$ cat src/rtl/mcpu_acc_param.sv
// mcpu_acc_param -- parametrised four-instruction accumulator micro-CPU.
//
// Instruction word is {opcode[1:0], addr[AW-1:0]}; DW must equal AW+2.
//   00 NOR : acc <= ~(acc | M[a])
//   01 ADD : {carry, acc} <= acc + M[a]
//   10 STA : M[a] <= acc
//   11 JCC : carry==0 -> pc <= a ; carry==1 -> carry <= 0, fall through
// A taken JCC whose target is its own fetch address parks the CPU in HALT
// until the next reset.
//
// Ports:
//   clk        clock, all state updates on the rising edge
//   rst        synchronous reset, active low
//   mem_addr   access address (pc during fetch, operand during execute)
//   mem_rd     read request
//   mem_wr     write request
//   mem_wdata  write data, always the accumulator
//   mem_rdata  read data, sampled when mem_rdy=1
//   mem_rdy    access completes at an edge where it is 1 and a request is up
//   acc_out    accumulator
//   carry_out  carry flag
//   halted     CPU is stopped in its halt loop
//   retire     one-cycle pulse after each instruction completes

module mcpu_acc_param #(
  parameter int DW = 8,
  parameter int AW = DW - 2
) (
  input  logic          clk,
  input  logic          rst,
  output logic [AW-1:0] mem_addr,
  output logic          mem_rd,
  output logic          mem_wr,
  output logic [DW-1:0] mem_wdata,
  input  logic [DW-1:0] mem_rdata,
  input  logic          mem_rdy,
  output logic [DW-1:0] acc_out,
  output logic          carry_out,
  output logic          halted,
  output logic          retire
);

  typedef enum logic [1:0] {
    FETCH   = 2'd0,
    EXEC_RD = 2'd1,
    EXEC_WR = 2'd2,
    HALT    = 2'd3
  } state_t;

  localparam logic [1:0] OP_NOR = 2'b00;
  localparam logic [1:0] OP_ADD = 2'b01;
  localparam logic [1:0] OP_STA = 2'b10;
  localparam logic [1:0] OP_JCC = 2'b11;

  state_t        state, next_state;
  logic [AW-1:0] pc;
  logic [AW-1:0] operand;
  logic [1:0]    opcode;
  logic [DW-1:0] acc;
  logic          carry;

  logic [1:0]    fetch_op;
  logic [AW-1:0] fetch_target;
  logic          halt_hit;
  logic [DW:0]   sum;

  assign fetch_op     = mem_rdata[DW-1:DW-2];
  assign fetch_target = mem_rdata[AW-1:0];
  assign sum          = {1'b0, acc} + {1'b0, mem_rdata};

  // A jump-to-self that would actually be taken is the halt idiom.
  assign halt_hit = (fetch_op == OP_JCC) && !carry && (fetch_target == pc);

  assign mem_wdata = acc;
  assign acc_out   = acc;
  assign carry_out = carry;

  always_ff @(posedge clk) begin
    if (!rst) state <= FETCH;
    else      state <= next_state;
  end

  // Requests are decoded from state only; mem_rdy only steers the next state,
  // so the bus stays stable across wait cycles. Reset gates the requests off
  // immediately so an in-flight access is abandoned.
  always_comb begin
    next_state = state;
    mem_rd     = 1'b0;
    mem_wr     = 1'b0;
    mem_addr   = operand;
    case (state)
      FETCH: begin
        mem_rd   = 1'b1;
        mem_addr = pc;
        if (mem_rdy) begin
          case (fetch_op)
            OP_NOR, OP_ADD: next_state = EXEC_RD;
            OP_STA:         next_state = EXEC_WR;
            default:        next_state = halt_hit ? HALT : FETCH;
          endcase
        end
      end
      EXEC_RD: begin
        mem_rd = 1'b1;
        if (mem_rdy) next_state = FETCH;
      end
      EXEC_WR: begin
        mem_wr = 1'b1;
        if (mem_rdy) next_state = FETCH;
      end
      default: next_state = HALT;
    endcase
    if (!rst) begin
      mem_rd = 1'b0;
      mem_wr = 1'b0;
    end
  end

  // Architectural registers. Nothing moves while mem_rdy is low, and HALT
  // touches nothing, so the machine is frozen there until reset.
  always_ff @(posedge clk) begin
    if (!rst) begin
      pc      <= '0;
      operand <= '0;
      opcode  <= OP_NOR;
      acc     <= '0;
      carry   <= 1'b0;
      halted  <= 1'b0;
      retire  <= 1'b0;
    end else begin
      retire <= 1'b0;
      case (state)
        FETCH: begin
          if (mem_rdy) begin
            pc      <= pc + AW'(1);
            operand <= fetch_target;
            opcode  <= fetch_op;
            // JCC has no execute phase: resolve and retire on the fetch edge.
            if (fetch_op == OP_JCC) begin
              retire <= 1'b1;
              if (!carry) begin
                pc <= fetch_target;
                if (halt_hit) halted <= 1'b1;
              end else begin
                carry <= 1'b0;
              end
            end
          end
        end
        EXEC_RD: begin
          if (mem_rdy) begin
            retire <= 1'b1;
            if (opcode == OP_ADD) {carry, acc} <= sum;
            else                  acc <= ~(acc | mem_rdata);
          end
        end
        EXEC_WR: begin
          if (mem_rdy) retire <= 1'b1;
        end
        default: ;
      endcase
    end
  end

endmodule

$ cat config.mk
export PLATFORM = sky130hd
export DESIGN_NAME = mcpu_acc_param
export DESIGN_NICKNAME = d
export VERILOG_FILES = /design/src/rtl/mcpu_acc_param.sv
export SDC_FILE = /design/constraint.sdc
export NUM_CORES = 1
export LEC_CHECK = 0
export CAP_MARGIN = 15
export CORE_MARGIN = 2
export CORE_UTILIZATION = 40
export DETAILED_ROUTE_END_ITERATION = 8
export PLACE_DENSITY = 0.65
export SLEW_MARGIN = 25
export SYNTH_ARGS = -nofsm -noshare
export SYNTH_HDL_FRONTEND = slang
export SYNTH_SLANG_ARGS = --single-unit
$ cat constraint.sdc
create_clock -name clk -period 1.69 [get_ports clk]
set_clock_uncertainty 0.1 [all_clocks]
set_input_delay 0.338 -clock clk [delete_from_list [all_inputs] [get_ports clk]]
set_output_delay 0.338 -clock clk [all_outputs]
set_load 0.05 [all_outputs]
==> impl_metrics.ini <==
[status]
outcome = finished, violations left
violations = setup timing

[synth]
yosysSeqAreaShare_pct = 26.9
synth_edf_count = 0
synth_compound_area_share_pct = 22.0
synth-seq-cells = 27
ys_types = 46
synthSimpleGateAreaFrac_pct = 17.4
synthCells = 237
synthMuxAreaShare_pct = 4.35
ys.flop_type = dfxtp_1
synth_area_sq_um = 2010
ys_warn_count = 0
async_reset_ff_share_pct = 0
synth_top_family_by_area = compound AO/OA/AOI/OAI gates
synth_xor_area_share_pct = 3.92
synth.net_count = 270
synthAdderAreaFrac_pct = 14.1
syn_avg_cell_area_sq_um = 8.49

[worst_setup_path]
required_ns = 1.25
cp_top_family = flip-flops
worst_setup_path_start_kind = flop
crit_path_end_kind = output pin
arrival_ns = 1.43
cp_max_fo = 8
path_cells = inv_2, ha_4, mux2_4, buf_8
path_class = reg2out
critPathBufInv = 2
cp_slowest_stage_delay_ns = 0.35
crit_slowest_cell = dfxtp_2

[timing]
rsz0062_at_grt = yes
min_period_over_period_pct = 110
slew_violations = 0
fin_ws_ns = -0.174
tightest_slew_ns = 0.367
holdWs_ns = 0.364
relSlewSlack_pct = 75.5
setup_viol = 12
finalHoldViolations = 0
fin_crit_ns = 1.86
timing.fmax_mhz = 537

[detailed_routing]
ant_nets = 0
met3_length_microns = 128
drt_iter0_drc = 70
topRoutingLayerUsed = met4
vias_per_cell = 5.15
met1_length_mm = 2.48
routedWlPerCell_microns = 14.6
wl_mm = 5.59
vias = 1974
drc = 0
drt_pass1_iterations = 4
wl_met2_mm = 2.85

[grt]
grt_use_total_pct = 20.9
grt_pass1_wl_mm = 9.07
gr-total-overflow = 0
antenna_found_initial = 0
grt_max_degree = 18
grt_pass1_vias = 2012

[placed_design]
io_buffers = 37
dpl_worst_slack_ns = -0.728
hpwl_mm = 3.88
gp_congestion = 0.837

[floorplanning]
top_level_ports = 38
core-area_sq_um = 4790
design.die.area_sq_um = 5610
die_w_microns = 74.9
initial_core_util_pct = 42.0
fp.dieH_microns = 74.9
fp-row-count = 25

[clock_tree]
cts_tree = done
cts_root_buf = clkbuf_8
clk_latency_ns = 0.29
cts-buffers-inserted = 3
htreeDepth = 1
cts_hold_buf = 0
clkTransAtPathRegs_ns = 0.11
cts_sinks = 27
cts_buffer_depth = 2

[power_and_ir_drop]
vdd_drop_max_uv = 792
p_leak_nw = 1.45
power.density_nw_per_um2 = 1300

[finish]
n_antenna_cell = 0
synthToLayoutAreaGrowth_pct = 62.7
drive_gt1_share_pct = 44.6
finalNetCount = 350

[worst_hold_path]
min_path_type = reg2reg

[run]
drv_cap = 0
[metrics by stage]
step,std cells,TNS (ns),area (sq um),utilization (%),total power [mW]
after global placement,369,-6.44,2910,60.7,3.28
after detailed placement,369,-7.35,2910,60.7,3.32
after global routing,383,-2.88,3270,68.4,4.51
after floorplan,237,-0.512,2050,-,2.30
final,383,-1.44,3270,68.4,4.25
after CTS,379,-1.73,3220,67.3,4.20
[sequential cells by signal (all words and copies together) (netlist names)]
register and flops:
acc_out 8, carry_out 1, halted 1, opcode 2, operand 6, pc 6
retire 1, state 2
[area by class of cell]
cell class                 count  area, sq um
inverter                      19         76.3
fill                         372         1510
clock buffer                   3         41.3
multi-input combinational    171         1450
clock inverter                 1         8.76
timing repair buffer          95         1050
sequential                    27          561
tap                           67         83.8
[cell families after synthesis]
family	count (synthesis)
simple gates	72
compound gates	59
buf+inv	40
mux	8
flops	27
fa+ha+maj	22
xor+xnor	9
[cells in the mapped netlist, types with 2 or more instances]
cell type	number	area (sq um)
a21boi_1	11	82.6
a21boi_2	2	22.5
a21o_1	3	22.5
a21oi_1	5	25.0
a31oi_1	6	37.5
and2_1	5	31.3
and3_1	3	18.8
buf_2	4	20.0
buf_4	9	67.6
buf_6	4	45.0
clkbuf_1	3	11.3
dfxtp_1	27	541
ha_1	21	263
inv_1	19	71.3
mux2_2	6	67.6
mux2i_1	2	20.0
nand2_1	35	131
nand3_1	7	35.0
nand4_1	2	12.5
nor2_1	5	18.8
nor2b_1	4	25.0
nor3_1	4	20.0
nor3b_1	3	22.5
o211a_1	4	40.0
o211ai_1	3	22.5
o21a_1	4	30.0
o21ai_0	3	15.0
o21ai_1	6	30.0
o221ai_1	2	17.5
o31ai_2	2	25.0
xnor2_1	2	17.5
xor2_1	7	61.3
[routing by layer]
layer	track usage, %	vias up
li1	-	975
met1	26.4	941
met2	37.2	44
met3	2.14	14
met4	6.55	0
met5	0	-
[worst register-to-register path: cells and delay by family (launching register included)]
family	cells	cell delay, ns
adders and majority gates	2	0.49
DFF	1	0.38
and+or+nand+nor	3	0.38
AOI/OAI and AO/OA	2	0.34
buffers and inverters	1	0.03
[final timing paths]
| kind | from | endpoint | slack, ns | cells past startpoint |
|---|---|---|---|---|
| worst max register to register | acc_out[0]$_SDFFE_PN0P_ | acc_out[4]$_SDFFE_PN0P_ | -0.09 | 8 |
| worst max-delay path | state[0]$_SDFFE_PN0P_ | mem_addr[4] | -0.17 | 4 |
| worst min register to register | operand[1]$_SDFFE_PN0P_ | operand[1]$_SDFFE_PN0P_ | 0.36 | 2 |
| worst min-delay path | operand[1]$_SDFFE_PN0P_ | operand[1]$_SDFFE_PN0P_ | 0.36 | 2 |
[layout by cell type, fill, tap and decap left out, types with 4 or more instances in the layout]
cell,n
buf_4,54
nand2_1,34
buf_12,21
dfxtp_1,19
inv_1,13
a21boi_1,11
ha_1,10
ha_4,9
xor2_1,7
nand3_1,7
mux2_4,6
a31oi_1,6
dlygate4sd2_1,6
buf_8,6
o21ai_1,5
inv_2,4
o21a_1,4
nor2_1,4
nor3_1,4
o211a_1,4
dfxtp_4,4
dfxtp_2,4
buf_6,4
[timing repair]
item / in CTS / in global routing
gates cloned: 0 / 1
hold endpoints to repair: 0 / 0
setup buffers: 7 / 6
setup endpoints to repair: 19 / 28
resized for setup: 59 / 9
pin swaps: 15 / 11
[where the power goes]
| group | switching (mW) | internal (mW) | total (mW) |
|---|---|---|---|
| Combinational | 1.47 | 1.48 | 2.95 |
| Clock | 0.244 | 0.174 | 0.418 |
| Sequential | 0.104 | 0.775 | 0.879 |
Note: power is estimated with default switching activity, not from simulation.
